<file path="config.mk">
export PLATFORM = sky130hd
export DESIGN_NAME = binary_div_15_8_bi
export DESIGN_NICKNAME = d
export VERILOG_FILES = /design/src/rtl/binary_div_15_8_bi.sv
export SDC_FILE = /design/constraint.sdc
export NUM_CORES = 1
export LEC_CHECK = 0
export ABC_AREA = 1
export BUFFER_PORTS_ARGS = -buffer_cell sky130_fd_sc_hd__buf_2
export CORE_MARGIN = 2
export CORE_UTILIZATION = 30
export CTS_BUF_LIST = sky130_fd_sc_hd__clkbuf_8
export CTS_CLUSTER_SIZE = 20
export DETAILED_ROUTE_END_ITERATION = 10
export PLACE_DENSITY = 0.51
export SETUP_SLACK_MARGIN = 0.02
export SLEW_MARGIN = 40
export SYNTH_ARGS = -nofsm -noshare
export SYNTH_HDL_FRONTEND = slang
export SYNTH_SLANG_ARGS = --single-unit
</file>
<file path="constraint.sdc">
create_clock -name clk -period 1.8 [get_ports clk]
set_clock_uncertainty 0.2 [all_clocks]
set_input_delay 0.36 -clock clk [delete_from_list [all_inputs] [get_ports clk]]
set_output_delay 0.36 -clock clk [all_outputs]
set_load 0.05 [all_outputs]
</file>
<file path="src/rtl/binary_div_15_8_bi.sv">
// Bit-serial signed restoring divider (NW-bit dividend / DW-bit divisor).
// Produces one quotient bit per enabled cycle. The quotient truncates toward zero,
// and the remainder takes the sign of the dividend. Divide-by-zero and the single
// overflowing pair (most negative dividend / -1) are flagged alongside the result.
module binary_div_15_8_bi #(
  parameter int NW = 15,
  parameter int DW = 8
) (
  input  logic          clk,
  input  logic          rst,
  input  logic          en,
  input  logic          start,
  input  logic [NW-1:0] N,
  input  logic [DW-1:0] D,
  output logic [NW-1:0] Q,
  output logic [DW-1:0] R,
  output logic          busy,
  output logic          done,
  output logic          dz,
  output logic          ovf
);

  localparam int CW = $clog2(NW);

  typedef enum logic [1:0] {
    IDLE = 2'd0,
    CALC = 2'd1,
    FIX  = 2'd2
  } stateT;

  stateT         stateQ, stateD;

  // Operand working registers. workNQ shifts the dividend out at its MSB and
  // collects quotient bits at its LSB, so after NW iterations it holds |quotient|.
  logic [NW-1:0] workNQ, workND;
  logic [DW-1:0] workDQ, workDD;
  logic [DW:0]   remQ, remD;
  logic [CW-1:0] cntQ, cntD;
  logic          primedQ, primedD;
  logic          quoSignQ, quoSignD;
  logic          remSignQ, remSignD;
  logic          divZeroQ, divZeroD;
  logic          ovfPendQ, ovfPendD;

  // Registered results and status
  logic [NW-1:0] quotientQ, quotientD;
  logic [DW-1:0] remainderQ, remainderD;
  logic          busyQ, busyD;
  logic          doneQ, doneD;
  logic          dzQ, dzD;
  logic          ovfQ, ovfD;

  // Trial-subtraction datapath for one restoring step
  logic [DW+1:0] shifted;
  logic [DW+1:0] trialDiff;
  logic          trialOk;

  // One restoring step: shift in the next dividend bit, then subtract |D|;
  // a clear borrow bit means the subtraction is kept and the quotient bit is 1.
  always_comb begin
    shifted   = {remQ, workNQ[NW-1]};
    trialDiff = shifted - {2'b00, workDQ};
    trialOk   = ~trialDiff[DW+1];
  end

  // State and datapath registers; nothing moves unless en is high.
  always_ff @(posedge clk) begin
    if (rst) begin
      stateQ     <= IDLE;
      workNQ     <= '0;
      workDQ     <= '0;
      remQ       <= '0;
      cntQ       <= '0;
      primedQ    <= 1'b0;
      quoSignQ   <= 1'b0;
      remSignQ   <= 1'b0;
      divZeroQ   <= 1'b0;
      ovfPendQ   <= 1'b0;
      quotientQ  <= '0;
      remainderQ <= '0;
      busyQ      <= 1'b0;
      doneQ      <= 1'b0;
      dzQ        <= 1'b0;
      ovfQ       <= 1'b0;
    end else if (en) begin
      stateQ     <= stateD;
      workNQ     <= workND;
      workDQ     <= workDD;
      remQ       <= remD;
      cntQ       <= cntD;
      primedQ    <= primedD;
      quoSignQ   <= quoSignD;
      remSignQ   <= remSignD;
      divZeroQ   <= divZeroD;
      ovfPendQ   <= ovfPendD;
      quotientQ  <= quotientD;
      remainderQ <= remainderD;
      busyQ      <= busyD;
      doneQ      <= doneD;
      dzQ        <= dzD;
      ovfQ       <= ovfD;
    end
  end

  // Next-state logic: accept, convert to magnitudes, iterate, then sign-fix.
  always_comb begin
    stateD     = stateQ;
    workND     = workNQ;
    workDD     = workDQ;
    remD       = remQ;
    cntD       = cntQ;
    primedD    = primedQ;
    quoSignD   = quoSignQ;
    remSignD   = remSignQ;
    divZeroD   = divZeroQ;
    ovfPendD   = ovfPendQ;
    quotientD  = quotientQ;
    remainderD = remainderQ;
    busyD      = busyQ;
    doneD      = 1'b0;
    dzD        = dzQ;
    ovfD       = ovfQ;

    case (stateQ)
      IDLE: begin
        if (start) begin
          // Raw operands are captured here and converted to magnitudes on the
          // first CALC cycle, keeping negation off the accept path.
          stateD   = CALC;
          busyD    = 1'b1;
          quoSignD = N[NW-1] ^ D[DW-1];
          remSignD = N[NW-1];
          workND   = N;
          workDD   = D;
          remD     = '0;
          cntD     = CW'(NW - 1);
          primedD  = 1'b0;
          divZeroD = (D == '0);
          ovfPendD = (N == {1'b1, {(NW-1){1'b0}}}) && (D == '1);
        end
      end

      CALC: begin
        if (!primedQ) begin
          // |most negative| still fits as an unsigned value of the same width.
          primedD = 1'b1;
          workND  = remSignQ ? (~workNQ + NW'(1)) : workNQ;
          workDD  = (quoSignQ ^ remSignQ) ? (~workDQ + DW'(1)) : workDQ;
        end else begin
          remD   = trialOk ? trialDiff[DW:0] : shifted[DW:0];
          workND = {workNQ[NW-2:0], trialOk};
          cntD   = cntQ - 1'b1;
          if (cntQ == '0) begin
            stateD = FIX;
          end
        end
      end

      FIX: begin
        // A zero divisor forces a clean zero result instead of the all-ones
        // quotient the iteration would otherwise leave behind.
        stateD = IDLE;
        busyD  = 1'b0;
        doneD  = 1'b1;
        dzD    = divZeroQ;
        ovfD   = ovfPendQ;
        if (divZeroQ) begin
          quotientD  = '0;
          remainderD = '0;
        end else begin
          quotientD  = quoSignQ ? (~workNQ + NW'(1)) : workNQ;
          remainderD = remSignQ ? (~remQ[DW-1:0] + DW'(1)) : remQ[DW-1:0];
        end
      end

      default: begin
        stateD = IDLE;
      end
    endcase
  end

  assign Q    = quotientQ;
  assign R    = remainderQ;
  assign busy = busyQ;
  assign done = doneQ;
  assign dz   = dzQ;
  assign ovf  = ovfQ;

endmodule
</file>
Word-level counts from Yosys, hierarchy flattened
Cells that the tools add are included.
Storage, ports and cells
  register bits: 70
  input port bits: 27
Cells by class
  add/sub/neg operators: 5
  eq/ne operators: 10
  multiplexer cells: 28
  bitwise logic cells: 6
  reductions and logical operators: 14
Operators by type and width (number)
  $mux 15: 5
  $mux 8: 5
  $pmux 15 s2: 1
  $mux 9: 3
  $pmux 9 s2: 1
  $add 8x1->8 const B: 2
  $not 8->8: 2
  $pmux 8 s2: 1
  $add 15x1->15 const B: 1
  $eq 15x15->1 const B: 1
  $not 15->15: 1
  $reduce_and 4->1: 3
  $ne 2x2->1 const B: 5
  $sub 10x8->10: 1
  $reduce_and 3->1: 3
  $eq 8x8->1 const B: 1
  $logic_not 8->1: 1
  $mux 4: 2
  $pmux 4 s2: 1
  $mux 2: 3
  $reduce_and 5->1: 1
  $logic_not 4->1: 1
  $pmux 1 s2: 2
  $pmux 2 s2: 1
  11 further kinds: 15

Logic depth before layout (Yosys ltp)
Gate-level depths: netlist of the first run.
  depth after elaboration: 5
  gate-level depth with buffers: 13

Worst setup path after synthesis of the first run
OpenSTA, ideal clock, no wires.
  path kind: register -> register
  start: reg workDQ[3]
  end: reg remQ[0]
  arrival time: 1.692 ns
  data required time: 1.529 ns
  path slack: -0.163 ns
  cell stages (with the launch flop): 12
  path buffers: 0
  clock period less this slack: 1.963 ns
  cell sequence: dfxtp_1 inv_1 ha_1 nand2_1 inv_1 nand2_1 nand2_1 nand2_1 nand4_1 nand3_1 nand3_1 a21oi_1
On the way
  cells in the longest elaborated chain, start to end: 4
Ends and longest elaborated chain
  start, declared: line 36  | logic [DW-1:0] workDQ, workDD;
  start signal, assigned: line 88  | workDQ <= workDD;
  $sub 10x8->10: line 62  | trialDiff = shifted - {2'b00, workDQ};
  $mux 9: line 150  | remD = trialOk ? trialDiff[DW:0] : shifted[DW:0];
  $mux 9: line 144  | if (!primedQ) begin
  $pmux 9 s2: line 124  | case (stateQ)
  end signal, assigned: line 89  | remQ <= remD;
  end, declared: line 37  | logic [DW:0] remQ, remD;
Every way passes these cells. The select of a mux whose other input is x is not followed.
A chain may end at the register's enable or synchronous reset.

Final worst setup path of the first run
  start: reg workNQ[14]
  end: reg remQ[8]
On the way
  cells in the longest elaborated chain, start to end: 4
Ends and longest elaborated chain
  start, declared: line 35  | logic [NW-1:0] workNQ, workND;
  start signal, assigned: line 87  | workNQ <= workND;
  $sub 10x8->10: line 62
  $mux 9: line 150
  $mux 9: line 144
  $pmux 9 s2: line 124
Every way passes these cells. The select of a mux whose other input is x is not followed.

==> results.yml, run 1 <==
run_status:
  outcome: "finished, violations left"
  failing_checks: "setup timing"
die:
  row_count: 43
  die_area_um2: 15000
  core_ar_um2: 13800
  boundaryPins: 54
  fp.dieH_um: 123
  initial_core_util_pct: 30.5
  floorplan.die.width_um: 123
setup_path:
  timing.setup.critical_path_class: "reg2reg"
  crit_end_element: "flop"
  r2r_slack_ns: -0.15
  worst_ep_required_time_ns: 1.90
  element_type_at_the_critical_path_start: "flop"
  crit_path_max_fanout: 3
  worst-r2r-cell-count: 13
  worst_ep_arrival_time_ns: 2.06
placed_design:
  detailedPlacementHpwl_um: 10500
  gp_congestion: 0.870
  placement.io_buffers: 53
  dpl.cell_count: 926
synthesis:
  synth_cell_types: 40
  syn_nets: 675
  yosys_warnings: 0
  post_synthesis_sequential_area_ratio_pct: 33.2
  number_of_storage_elements_in_the_synthesis_netlist: 70
  syn_inst: 635
  synthesis.area_um2: 4220
  synth.avg_cell_area_um2: 6.64
clocking:
  clk_root_buffer_cell: "clkbuf_8"
  tritoncts.num_buffers: 9
  cts.hold.buffers_added: 0
  clock-sinks: 70
  worst_setup_hold_path_clk_slew_ns: 0.09
  clock_network_latency_to_the_later_pin_of_the_worst_skew_pair_ns: 0.37
  h-tree-depth: 3
  cts_tree: "yes"
  cts-root-to-sink-buffers: 2
timing:
  period_needed_ns: 1.95
  fin_worst_hold_slack_ns: 0.0909
  setup_slack_ns: -0.154
  maxSlewViolCount: 0
  maximum_clock_frequency_mhz: 512
  slew_headroom_pct: 63.9
  rsz0062_at_grt: "true"
  fin_crit_sh_pct: 109
  worst_pin_slew_ns: 0.541
  hold_viol: 0
  setup_viol: 9
final_layout:
  area.sequential_um2: 1430
  finalCoreUtilization_pct: 43.6
  antenna_diode_count: 0
  final_layout_size_suffix_gt1_share_pct: 37.0
  multiInputGateArea_um2: 2830
  area.growth.synth_to_final_pct: 43.1
  final-instance-count-excl-fill: 955
  fillerInstances: 1439
  final_net_count: 810
pwr:
  post-layout-total-power_w: 0.00467
  powerDensity_nw_per_um2: 775
  cellLeakagePower_nw: 2.70
  vdd_drop_max_mv: 0.386
grt:
  first_global_vias: 4640
  grt_pass1_wl_um: 22500
  globalRoute.totalOverflow: 0
  groute.usage.overall_pct: 19.3
  grt_start_max_net_pins: 48
  antenna_found_initial: 0
route:
  drt-wirelength-per-cell_um: 14.8
  drtPass1Iterations: 4
  dr.first_iter.drc_count: 322
  routed_wl_um: 14100
  vias_per_std_cell: 4.93
  postRouteAntennaNets: 0
  drt_drc_violations_left: 0
  num_vias: 4712
run:
  cap_viol_max_count: 0
hold_path:
  holdPathStages: 3
  min-delay-path-class: "in2reg"
synth_stat cells (all sizes together):
cell,n,share of area (%)
a211oi,5,0.89
a21oi,76,9.0
a221oi,6,1.4
a22oi,3,0.53
a31oi,4,0.59
a41oi,2,0.59
buf,10,1.3
clkbuf,13,1.2
clkinv,1,0.089
dfxtp,70,33
fa,1,0.47
ha,12,3.6
inv,81,7.3
nand2,150,14
nand3,61,7.4
nand3b,6,1.1
nand4,12,1.8
nor2,41,4.1
nor3,4,0.59
nor4,5,0.74
o211ai,5,0.89
o21ai,51,6.3
o221ai,1,0.21
o22ai,2,0.30
or3,1,0.15
xnor2,4,0.83
xor2,8,1.7
metrics by stage:
step	TNS, ns	setup WS (ns)	cell area (um2)
global placement	-1.31	-0.146	5330
floorplan	-0.0828	-0.0154	4310
CTS	-0.400	-0.0953	5720
finish	-0.772	-0.154	6030
detailed placement	-1.37	-0.157	5330
global route	-1.62	-0.219	6030
layer usage:
metal	share of wire (%)	up-vias	track usage, %
met5	0	-	0
met4	1.1	0	6.61
met3	4.7	10	3.44
met2	50	94	34.2
met1	44	2196	23.5
li1	-	2412	-
kinds of logic after synthesis:
group                    Yosys count  share of synthesized area, %
AO/OA/AOI/OAI                    155                          20.7
flip-flops                        70                          33.2
XOR/XNOR                          12                          2.49
buffers and inverters            105                          9.88
AND/OR/NAND/NOR                  280                          29.6
adder cells (fa/ha/maj)           13                          4.04
final cells by class:
class                   instances  area share [%]
multi-input cells             462            46.9
clock inverters                 7            1.70
flip-flops and latches         70            23.7
clock buffers                   9            2.05
well taps                     180            3.73
repair buffers                145            16.7
inverters                      82            5.27
repair_timing:
action,in CTS,in global routing
gates cloned,3,0
buffers inserted,3,7
gates resized for setup,44,81
setup endpoints to repair,22,39
pin swaps,12,33
where the power goes:
part / leakage [nW] / internal (W) / switching, W
Sequential: 0.579 / 0.00162 / 0.0000600
Combinational: 2.01 / 0.000622 / 0.000856
Clock: 0.111 / 0.000800 / 0.000712
Total: 2.70 / 0.00304 / 0.00163
critical path, cell delays in order (launching register included):
cell     delay [ns]
dfxtp_2        0.33
inv_2          0.08
ha_4           0.13
inv_2          0.04
fa_2           0.42
nand2_2        0.09
nand2_4        0.06
nand2_2        0.06
nand2_1        0.05
nand2_1        0.06
nand2_1        0.06
nand3_1        0.06
nand3_1        0.08
a21oi_1        0.16
state kept, by name (all words and copies together) (netlist names), 2 cells and up:
signal  flops
Q          15
remQ        9
workDQ      8
R           8
stateQ      2
cntQ        4
workNQ     15
placed cells by master, fill, tap and decap left out, drive strengths merged, types with 3 or more instances in the layout:
cell	count
clkbuf	9
dfxtp	70
nand3	61
nor2	41
nor4	5
buf	145
xnor2	4
nand4	12
nand3b	6
nor3	4
xor2	8
o21ai	51
a211oi	5
ha	12
nand2	152
a22oi	3
a31oi	4
a221oi	6
o211ai	5
a21oi	76
inv	85
worst paths after layout:
kind / startpoint / endpoint
min: N[5] / workNQ[5]
min reg2reg: busy / busy
max reg2reg: workNQ[14] / remQ[8]
max: workNQ[14] / remQ[8]
(Power assumes the default switching activity.)
==> run 2: changes to the inputs <==
Settings changed: BUFFER_PORTS_ARGS -buffer_cell sky130_fd_sc_hd__buf_2 to -buffer_cell sky130_fd_sc_hd__clkbuf_2, CORE_MARGIN 2 to default.
==> results.yml, run 2 (synthesized netlist as in run 1, its figures left out) <==
route:
  postRouteAntennaNets: 0
  num_vias: 4785
  routed_wl_um: 14200
  drt_drc_violations_left: 0
  drtPass1Iterations: 5
  drt-wirelength-per-cell_um: 14.9
  vias_per_std_cell: 5.02
  dr.first_iter.drc_count: 332
final_layout:
  antenna_diode_count: 0
  final-instance-count-excl-fill: 954
  most-common-layout-cells: "127 x nand2_1, 86 x buf_4, 70 x a21oi_1"
  area.growth.synth_to_final_pct: 44.6
  final_common_cell: "nand2_1"
  final_net_count: 813
  final_layout_size_suffix_gt1_share_pct: 37.8
setup_path:
  startpoint: "workDQ[7]"
  crit-reg2reg-launch: "workDQ[7]"
  worst-r2r-cell-count: 10
  worst_ep_arrival_time_ns: 1.98
  r2r_slack_ns: -0.12
  endpoint: "remQ[3]"
  element_type_at_the_critical_path_start: "flop"
  timing.setup.critical_path_class: "reg2reg"
  crit_end_element: "flop"
  crit_path_max_fanout: 5
  worst_ep_required_time_ns: 1.86
  r2r_end: "remQ[3]"
clocking:
  clk_root_buffer_cell: "clkbuf_8"
  clock-sinks: 70
  cts.hold.buffers_added: 0
  cts-root-to-sink-buffers: 2
  clock_network_latency_to_the_later_pin_of_the_worst_skew_pair_ns: 0.37
  cts_tree: "yes"
  worst_setup_hold_path_clk_slew_ns: 0.08
  h-tree-depth: 3
  tritoncts.num_buffers: 9
die:
  floorplan.die.width_um: 121
  die_area_um2: 14500
  row_count: 42
  initial_core_util_pct: 31.3
  boundaryPins: 54
  core_ar_um2: 13500
  fp.dieH_um: 121
timing:
  maximum_clock_frequency_mhz: 521
  setup_viol: 10
  maxSlewViolCount: 0
  slew_headroom_pct: 77.7
  fin_crit_sh_pct: 107
  worst_pin_slew_ns: 0.331
  period_needed_ns: 1.92
  rsz0062_at_grt: "true"
  timing.setup.tns_ns: -0.929
  setup_slack_ns: -0.119
  hold_viol: 0
placed_design:
  detailedPlacementHpwl_um: 10400
  gp_congestion: 0.824
  detailedPlace.worstSlack_ns: -0.192
  dpl.cell_count: 919
  placement.io_buffers: 53
run:
  cap_viol_max_count: 0
pwr:
  power_switching_share_pct: 34.9
  post-layout-total-power_w: 0.00464
  cellLeakagePower_nw: 2.70
  power_switching_w: 0.00162
  fraction_of_power_consumed_by_sequential_logic_pct: 36.3
  powerDensity_nw_per_um2: 761
  vdd_drop_max_mv: 0.431
  clock_power_share_pct: 31.8
  share_comb_of_total_power_pct: 31.9
  cellInternalPower_w: 0.00302
grt:
  first_global_vias: 4586
  groute.usage.overall_pct: 20.1
  globalRoute.totalOverflow: 0
  grt_start_max_net_pins: 48
  antenna_found_initial: 0
  grt_pass1_wl_um: 22800
run_status:
  outcome: "finished, violations left"
  failing_checks: "setup timing"
hold_path:
  min-delay-path-class: "in2reg"
==> run 2: area by class of cell <==
cell class	count	area, um2
fill	1388	7360
multi-input combinational	460	2850
sequential	70	1430
timing repair buffer	150	1050
inverter	82	320
tap	176	220
clock buffer	9	124
clock inverter	7	97.6
==> run 2: per-layer routing <==
| metal | wire (um) | GRT usage [%] |
|---|---|---|
| met3 | 545 | 3.92 |
| met2 | 7090 | 34.3 |
| met5 | 0 | 0 |
| met1 | 6330 | 25.7 |
| met4 | 241 | 5.63 |
==> run 2: power by group through the flow <==
stage	logic [W]	clock network (W)	registers, W
finish	0.00148	0.00148	0.00168
CTS	0.00128	0.00152	0.00168
global route	0.00164	0.00159	0.00169
global placement	0.00116	0	0.00171
floorplan	0.000736	0	0.00171
detailed placement	0.00117	0	0.00171
==> run 2: repair_timing <==
action | CTS | global route
setup buffers | 4 | 14
endpoints found under the setup margin | 20 | 39
pin swaps | 16 | 32
gates cloned | 1 | 0
resized for setup | 48 | 85
endpoints found under the hold margin | 0 | 0
==> run 2: worst max-delay path, cell delays in order, from the launching register on <==
cell     delay, ns
dfxtp_2       0.34
inv_2         0.05
ha_4          0.29
nand2_4       0.06
nor2_4        0.18
nand3_4       0.12
nand4_1       0.18
buf_6         0.16
nand3_2       0.09
nand3_2       0.08
a21oi_1       0.06
==> run 2: how the worst min path moves through the flow <==
stage	slack (ns)	depth (start not counted)	start	end
finish	0.08	3	N[4]	workNQ[4]
global route	0.09	3	D[1]	workDQ[1]
CTS	0.06	3	D[1]	workDQ[1]
detailed placement	0.26	2	Q[10]	Q[10]
global placement	0.26	2	Q[11]	Q[11]
floorplan	0.25	2	workDQ[6]	workDQ[6]
==> run 2: stage by stage <==
stage	util, %	hold slack [ns]	instance area (um2)
2_1_floorplan	-	0.245	4310
3_3_place_gp	39.4	0.255	5300
3_5_place_dp	39.4	0.256	5300
4_1_cts	42.4	0.0585	5710
5_1_grt	45.3	0.0901	6090
6_report	45.3	0.0769	6090
